==> config.mk <==
export PLATFORM = sky130hd
export DESIGN_NAME = note_sequencer
export DESIGN_NICKNAME = d
export VERILOG_FILES = /design/src/rtl/note_sequencer_pkg.sv /design/src/rtl/note_sequencer_pattern_ram.sv /design/src/rtl/note_sequencer.sv
export SDC_FILE = /design/constraint.sdc
export NUM_CORES = 1
export LEC_CHECK = 0
export BUFFER_PORTS_ARGS = -buffer_cell sky130_fd_sc_hd__buf_2
export CAP_MARGIN = 40
export CORE_MARGIN = 5
export CORE_UTILIZATION = 35
export DETAILED_ROUTE_END_ITERATION = 16
export GPL_ROUTABILITY_DRIVEN = 0
export HOLD_SLACK_MARGIN = 0.1
export PLACE_DENSITY = 0.62
export SLEW_MARGIN = 20
export SYNTH_ARGS = -nofsm -noshare
export SYNTH_HDL_FRONTEND = slang
export SYNTH_SLANG_ARGS = --single-unit
==> constraint.sdc <==
create_clock -name clk -period 10 [get_ports clk]
set_input_delay 1 -clock clk [delete_from_list [all_inputs] [get_ports clk]]
set_output_delay 1 -clock clk [all_outputs]
set_load 0.005 [all_outputs]
==> src/rtl/note_sequencer_pkg.sv <==
// Shared definitions for the note sequencer: sequencer state encodings,
// the silent frequency word and the channel slot indices in a pattern step.
package note_sequencer_pkg;

  typedef logic [7:0] freq_t;

  localparam logic [1:0] SEQ_IDLE  = 2'd0;
  localparam logic [1:0] SEQ_PLAY  = 2'd1;
  localparam logic [1:0] SEQ_PAUSE = 2'd2;

  localparam freq_t FREQ_SILENT = 8'd0;

  // Channel slot within a step, matching the low two bits of wr_addr.
  localparam logic [1:0] CH_SQ1   = 2'd0;
  localparam logic [1:0] CH_SQ2   = 2'd1;
  localparam logic [1:0] CH_SAW   = 2'd2;
  localparam logic [1:0] CH_NOISE = 2'd3;

endpackage

==> src/rtl/note_sequencer_pattern_ram.sv <==
// Pattern store: STEPS x 4 frequency words, one synchronous write port and
// four asynchronous read ports that all look at the same step.
module pattern_ram
  import note_sequencer_pkg::*;
#(
  parameter  int STEPS = 16,
  localparam int SW    = $clog2(STEPS)
) (
  input  logic          clk,
  input  logic          wr_en,
  input  logic [SW+1:0] wr_addr,
  input  freq_t         wr_data,
  input  logic [SW-1:0] rd_step,
  output freq_t         rd_sq1,
  output freq_t         rd_sq2,
  output freq_t         rd_saw,
  output freq_t         rd_noise
);

  // Contents survive reset so a pattern outlives a sequencer restart.
  freq_t mem [STEPS][4];

  always_ff @(posedge clk) begin
    if (wr_en) begin
      mem[wr_addr[SW+1:2]][wr_addr[1:0]] <= wr_data;
    end
  end

  assign rd_sq1   = mem[rd_step][CH_SQ1];
  assign rd_sq2   = mem[rd_step][CH_SQ2];
  assign rd_saw   = mem[rd_step][CH_SAW];
  assign rd_noise = mem[rd_step][CH_NOISE];

endmodule

==> src/rtl/note_sequencer.sv <==
// Tempo-driven 4-channel pattern sequencer: play/pause/stop FSM, per-step tick
// counter with note gating, and decode of the stored pattern onto freq1..freq4.
module note_sequencer
  import note_sequencer_pkg::*;
#(
  parameter  int STEPS = 16,
  parameter  int TW    = 24,
  localparam int SW    = $clog2(STEPS)
) (
  input  logic          clk,
  input  logic          rst_n,
  input  logic          play,
  input  logic          pause,
  input  logic          stop,
  input  logic [TW-1:0] tempo,
  input  logic [TW-1:0] gate_len,
  input  logic [SW-1:0] last_step,
  input  logic          wr_en,
  input  logic [SW+1:0] wr_addr,
  input  logic [7:0]    wr_data,
  output logic [7:0]    freq1,
  output logic [7:0]    freq2,
  output logic [7:0]    freq3,
  output logic [7:0]    freq4,
  output logic [SW-1:0] step_idx,
  output logic          step_pulse,
  output logic          playing
);

  function automatic logic [TW-1:0] tempo_floor(input logic [TW-1:0] t);
    return (t == '0) ? TW'(1) : t;
  endfunction

  logic [1:0]    state;
  logic [TW-1:0] tick;
  logic [TW-1:0] tempo_q;
  logic [TW-1:0] gate_q;
  logic [SW-1:0] step;
  logic          pulse_q;

  logic          is_play;
  logic          boundary;
  logic [SW-1:0] next_step;
  logic          sounding;
  freq_t         ram_sq1, ram_sq2, ram_saw, ram_noise;

  assign is_play   = (state == SEQ_PLAY);
  assign boundary  = is_play && (tick == tempo_q - TW'(1));
  // Wrap on the loop end or by natural overflow; a loop end lowered below
  // the current step therefore plays on to the last step before wrapping.
  assign next_step = (step == last_step) ? '0 : step + SW'(1);

  always_ff @(posedge clk or negedge rst_n) begin
    if (!rst_n) begin
      state   <= SEQ_IDLE;
      tick    <= '0;
      step    <= '0;
      tempo_q <= TW'(1);
      gate_q  <= '0;
      pulse_q <= 1'b0;
    end else begin
      pulse_q <= 1'b0;
      if (stop) begin
        state <= SEQ_IDLE;
        tick  <= '0;
        step  <= '0;
      end else begin
        case (state)
          SEQ_IDLE: begin
            if (play) begin
              state   <= SEQ_PLAY;
              tick    <= '0;
              step    <= '0;
              tempo_q <= tempo_floor(tempo);
              gate_q  <= gate_len;
              pulse_q <= 1'b1;
            end
          end
          SEQ_PLAY: begin
            // The pausing edge still completes the current cycle of playback,
            // so every step sounds for exactly tempo_q played cycles.
            if (boundary) begin
              tick    <= '0;
              step    <= next_step;
              tempo_q <= tempo_floor(tempo);
              gate_q  <= gate_len;
              pulse_q <= !pause;
            end else begin
              tick <= tick + TW'(1);
            end
            if (pause) begin
              state <= SEQ_PAUSE;
            end
          end
          SEQ_PAUSE: begin
            if (play) begin
              state <= SEQ_PLAY;
            end
          end
          default: state <= SEQ_IDLE;
        endcase
      end
    end
  end

  pattern_ram #(
    .STEPS(STEPS)
  ) u_ram (
    .clk     (clk),
    .wr_en   (wr_en),
    .wr_addr (wr_addr),
    .wr_data (wr_data),
    .rd_step (step),
    .rd_sq1  (ram_sq1),
    .rd_sq2  (ram_sq2),
    .rd_saw  (ram_saw),
    .rd_noise(ram_noise)
  );

  assign sounding   = is_play && (tick < gate_q);
  assign freq1      = sounding ? ram_sq1   : FREQ_SILENT;
  assign freq2      = sounding ? ram_sq2   : FREQ_SILENT;
  assign freq3      = sounding ? ram_saw   : FREQ_SILENT;
  assign freq4      = sounding ? ram_noise : FREQ_SILENT;
  assign step_idx   = step;
  assign playing    = is_play;
  assign step_pulse = pulse_q;

endmodule

==> metrics.md <==
| Metric | Value |
|---|---|
| Pwr dens | 180 mW/mm² |
| P_leak | 9.77 nW |
| Crit. End Element | output port |
| DP Cell Count | around 2400 |
| Worst-case clock buffer depth | 3 |
| Worst-Skew Late Latency | 0.63 ns |
| Fillers | 6202 |
| DR DRC count | 0 |
| Post-Layout Cell Count | 2526 |
| RSZ-0062 raised after global routing | no |
| #FFs+latches synth | around 590 |
| Clk_skew | 0.0479 ns |
| Mapped Cells | 1346 |
| Post-synth EDFFs | 512 |
| Routed wire length | 58.1 mm |
| Critical R2R Launch | tempo_q[1] |
| Reg2reg end | gate_q[19] |
| Slew Limit Fails | 0 |
| Yosys top cell by area | edfxtp_1 |
| R2R depth | 12 |
| YS warnings | 0 |
| Nets | 1634 |
| Initial antenna violation count | 4 |
| Final Cell Area | 0.0290 mm² |
| Synth area leaders | edfxtp_1, mux4_2, dfrtp_1, nor2_1, mux2_2 |
| Mean Syn Cell Area | 18.4 µm² |
| Max-cap viol count | 0 |
| Reg clk slew, reported paths | 0.06 ns |
| Final setup vio count | 0 |
| I/O Pins | 110 |
| Hold-fix buffers at CTS | 0 |
| Initial Util | 0.353 |
| Synth Cell Area | 0.0247 mm² |
| H-tree depth | 2 |
| Synthesis-to-finish area growth | 17.2% |
| Post-synth top cells | edfxtp_1, mux4_2, nor2_1 |
| Grt ovf | 0 |
| First-pass GRT wire length | about 87 mm |
| Hold slack | a little under 0.3 ns |
| Maximum vdd drop | between 0.00015 and 0.0002 V |
| Hpwl dp | a little under 40 mm |
| Vias | about 13000 |
| Fmax | 205 MHz |
| CTS sink cnt | 591 |
| Worst reg-to-reg setup slack | 5.60 ns |
| PostCTS Resize Cnt | 0 |
| Drt via density | 5.19 |
| Number of iterations in the first detailed-routing pass | 5 |
| All-Layer GR Usage | 0.152 |
| Final Hold Viols | 0 |
| Number of buffers created by CTS | 58 |
| Max_slew headroom | 0.441 |
| WL per Instance | 23.0 µm |
| Top-count cell post-synth | edfxtp_1 |
| Die height | 276 µm |
| Ys async rst share | 0.134 |
| Final period util | 0.489 |
| Crit path launch | tick[9] |
| Area of the multi-input gates | approximately 0.007 mm² |
| Worst-margin pin slew | approximately 0.84 ns |
| Setup crit end | freq3[0] |
| Final ANT Viol Nets | 0 |
| WP data required | 9.00 ns |
| Crit-path max FO | 19 |
| Syn_nets | 1444 |
| Number of global-route vias before repair | 13500 |
| Outcome | finished, final reports clean |
| Setup TNS | 0 ns |
| Die area | 0.0760 mm² |
| Post-route minimum period | 4.89 ns |
| Storage cell area | 0.0174 mm² |
| Num rows | 97 |
| Crit path launch type | flop |
| Most used DFF post-synth | edfxtp_1 |
| Area post-placement | roughly 0.027 mm² |
| CP arrival | ~3.9 ns |
| DIE WIDTH | 276 µm |
| Core region area | 0.0700 mm² |
| Share of cells above drive strength 1 | 0.313 |
| Largest net degree at the start of global routing | 65 |
| Post-synthesis sequential area ratio | 0.702 |
| Post-synth cell types | 63 |
| Postcts setup bufs | 0 |
| Initial DRC Count | 1216 |
| Crit path kind | flop to output port |
| TritonCTS clock tree | done |
| Clk root buf | clkbuf_16 |
| IO Port Bufs | 109 |
| HP Class | input pin to async pin |
| Post-synth top area share | 0.622 |
## metal layers
layer  GRT usage  part of all wire  up-vias
met4      0.0319             0.019        2
met5           0           0.00012        -
met3      0.0269             0.060       77
met1       0.210              0.43     6863
li1            -                 -     5729
met2       0.255              0.49      430
## registers in the layout, indices dropped and copies added (netlist names)
| signal | flops |
|---|---|
| state | 2 |
| tempo_q | 24 |
| step_pulse | 1 |
| step_idx | 4 |
| gate_q | 24 |
| u_ram.mem | 512 |
| tick | 24 |
## metrics by stage
stage                util  worst slack [ns]  total power [mW]
floorplan               -              6.35              2.99
global placement    0.375              5.49              3.11
detailed placement  0.386              5.65              3.13
CTS                 0.413              4.98              5.27
global route        0.414              4.81              5.42
finish              0.414              5.11              5.23
## cells by family (layout without fill, tap and decap cells)
family          after synthesis  in the layout  synth area share
simple gates                299            299            0.0615
xor+xnor                     55             55            0.0195
other cells                   0              3                 0
buf+inv                      92            329            0.0151
flops                       591            591             0.702
mux                         213            213             0.170
compound gates               70             70            0.0191
fa+ha+maj                    26             26            0.0132
## power breakdown
group / total (mW) / switching [mW] / leakage (nW) / internal [mW]
clock network: 2.15 / 0.943 / 0.911 / 1.20
logic: 0.288 / 0.160 / 3.27 / 0.128
registers: 2.79 / 0.0557 / 5.59 / 2.74
total: 5.23 / 1.16 / 9.77 / 4.07
## how the worst min path moves through the flow
stage                     startpoint  slack, ns    endpoint  cells after the start
after CTS                      rst_n       0.26    tick[10]                      1
after global placement     gate_q[8]       0.49   gate_q[8]                      1
after detailed placement  gate_q[15]       0.49  gate_q[15]                      1
after floorplan           gate_q[23]       0.48  gate_q[23]                      1
final                          rst_n       0.30    tick[10]                      1
after global routing           rst_n       0.29    tick[10]                      1
## layout by cell type, fill, tap and decap left out, drive strengths merged, types with 7 or more instances in the layout
master and count:
a21o 8, a21oi 15, and2 33, buf 191
clkbuf 69, clkinv 27, dfrtp 78, edfxtp 512
ha 26, inv 33, mux2 50, mux2i 9
mux4 154, nand2 34, nand3 23, nand3b 9
nand4 13, nor2 122, nor2b 12, nor3 7
nor4 16, o21ai 10, xnor2 26, xor2 29
## layout make-up
class / instances / area share
diodes: 3 / 0.000259
clock buffers: 69 / 0.0515
clock inverters: 38 / 0.0133
inverters: 30 / 0.00389
multi-input cells: 663 / 0.242
flip-flops and latches: 591 / 0.599
well taps: 940 / 0.0406
repair buffers: 192 / 0.0495
## critical path: stages (launching register included)
cell	delay, ns
dfrtp_1	0.45
ha_1	0.34
a21o_1	0.16
a21o_1	0.17
a21o_1	0.18
a21oi_1	0.15
nor2_1	0.06
o31ai_1	0.23
a21oi_1	0.20
nor2_2	0.58
buf_4	0.39
and2_1	0.21
buf_2	0.12
No activity file was read; power rests on OpenSTA's default activity.
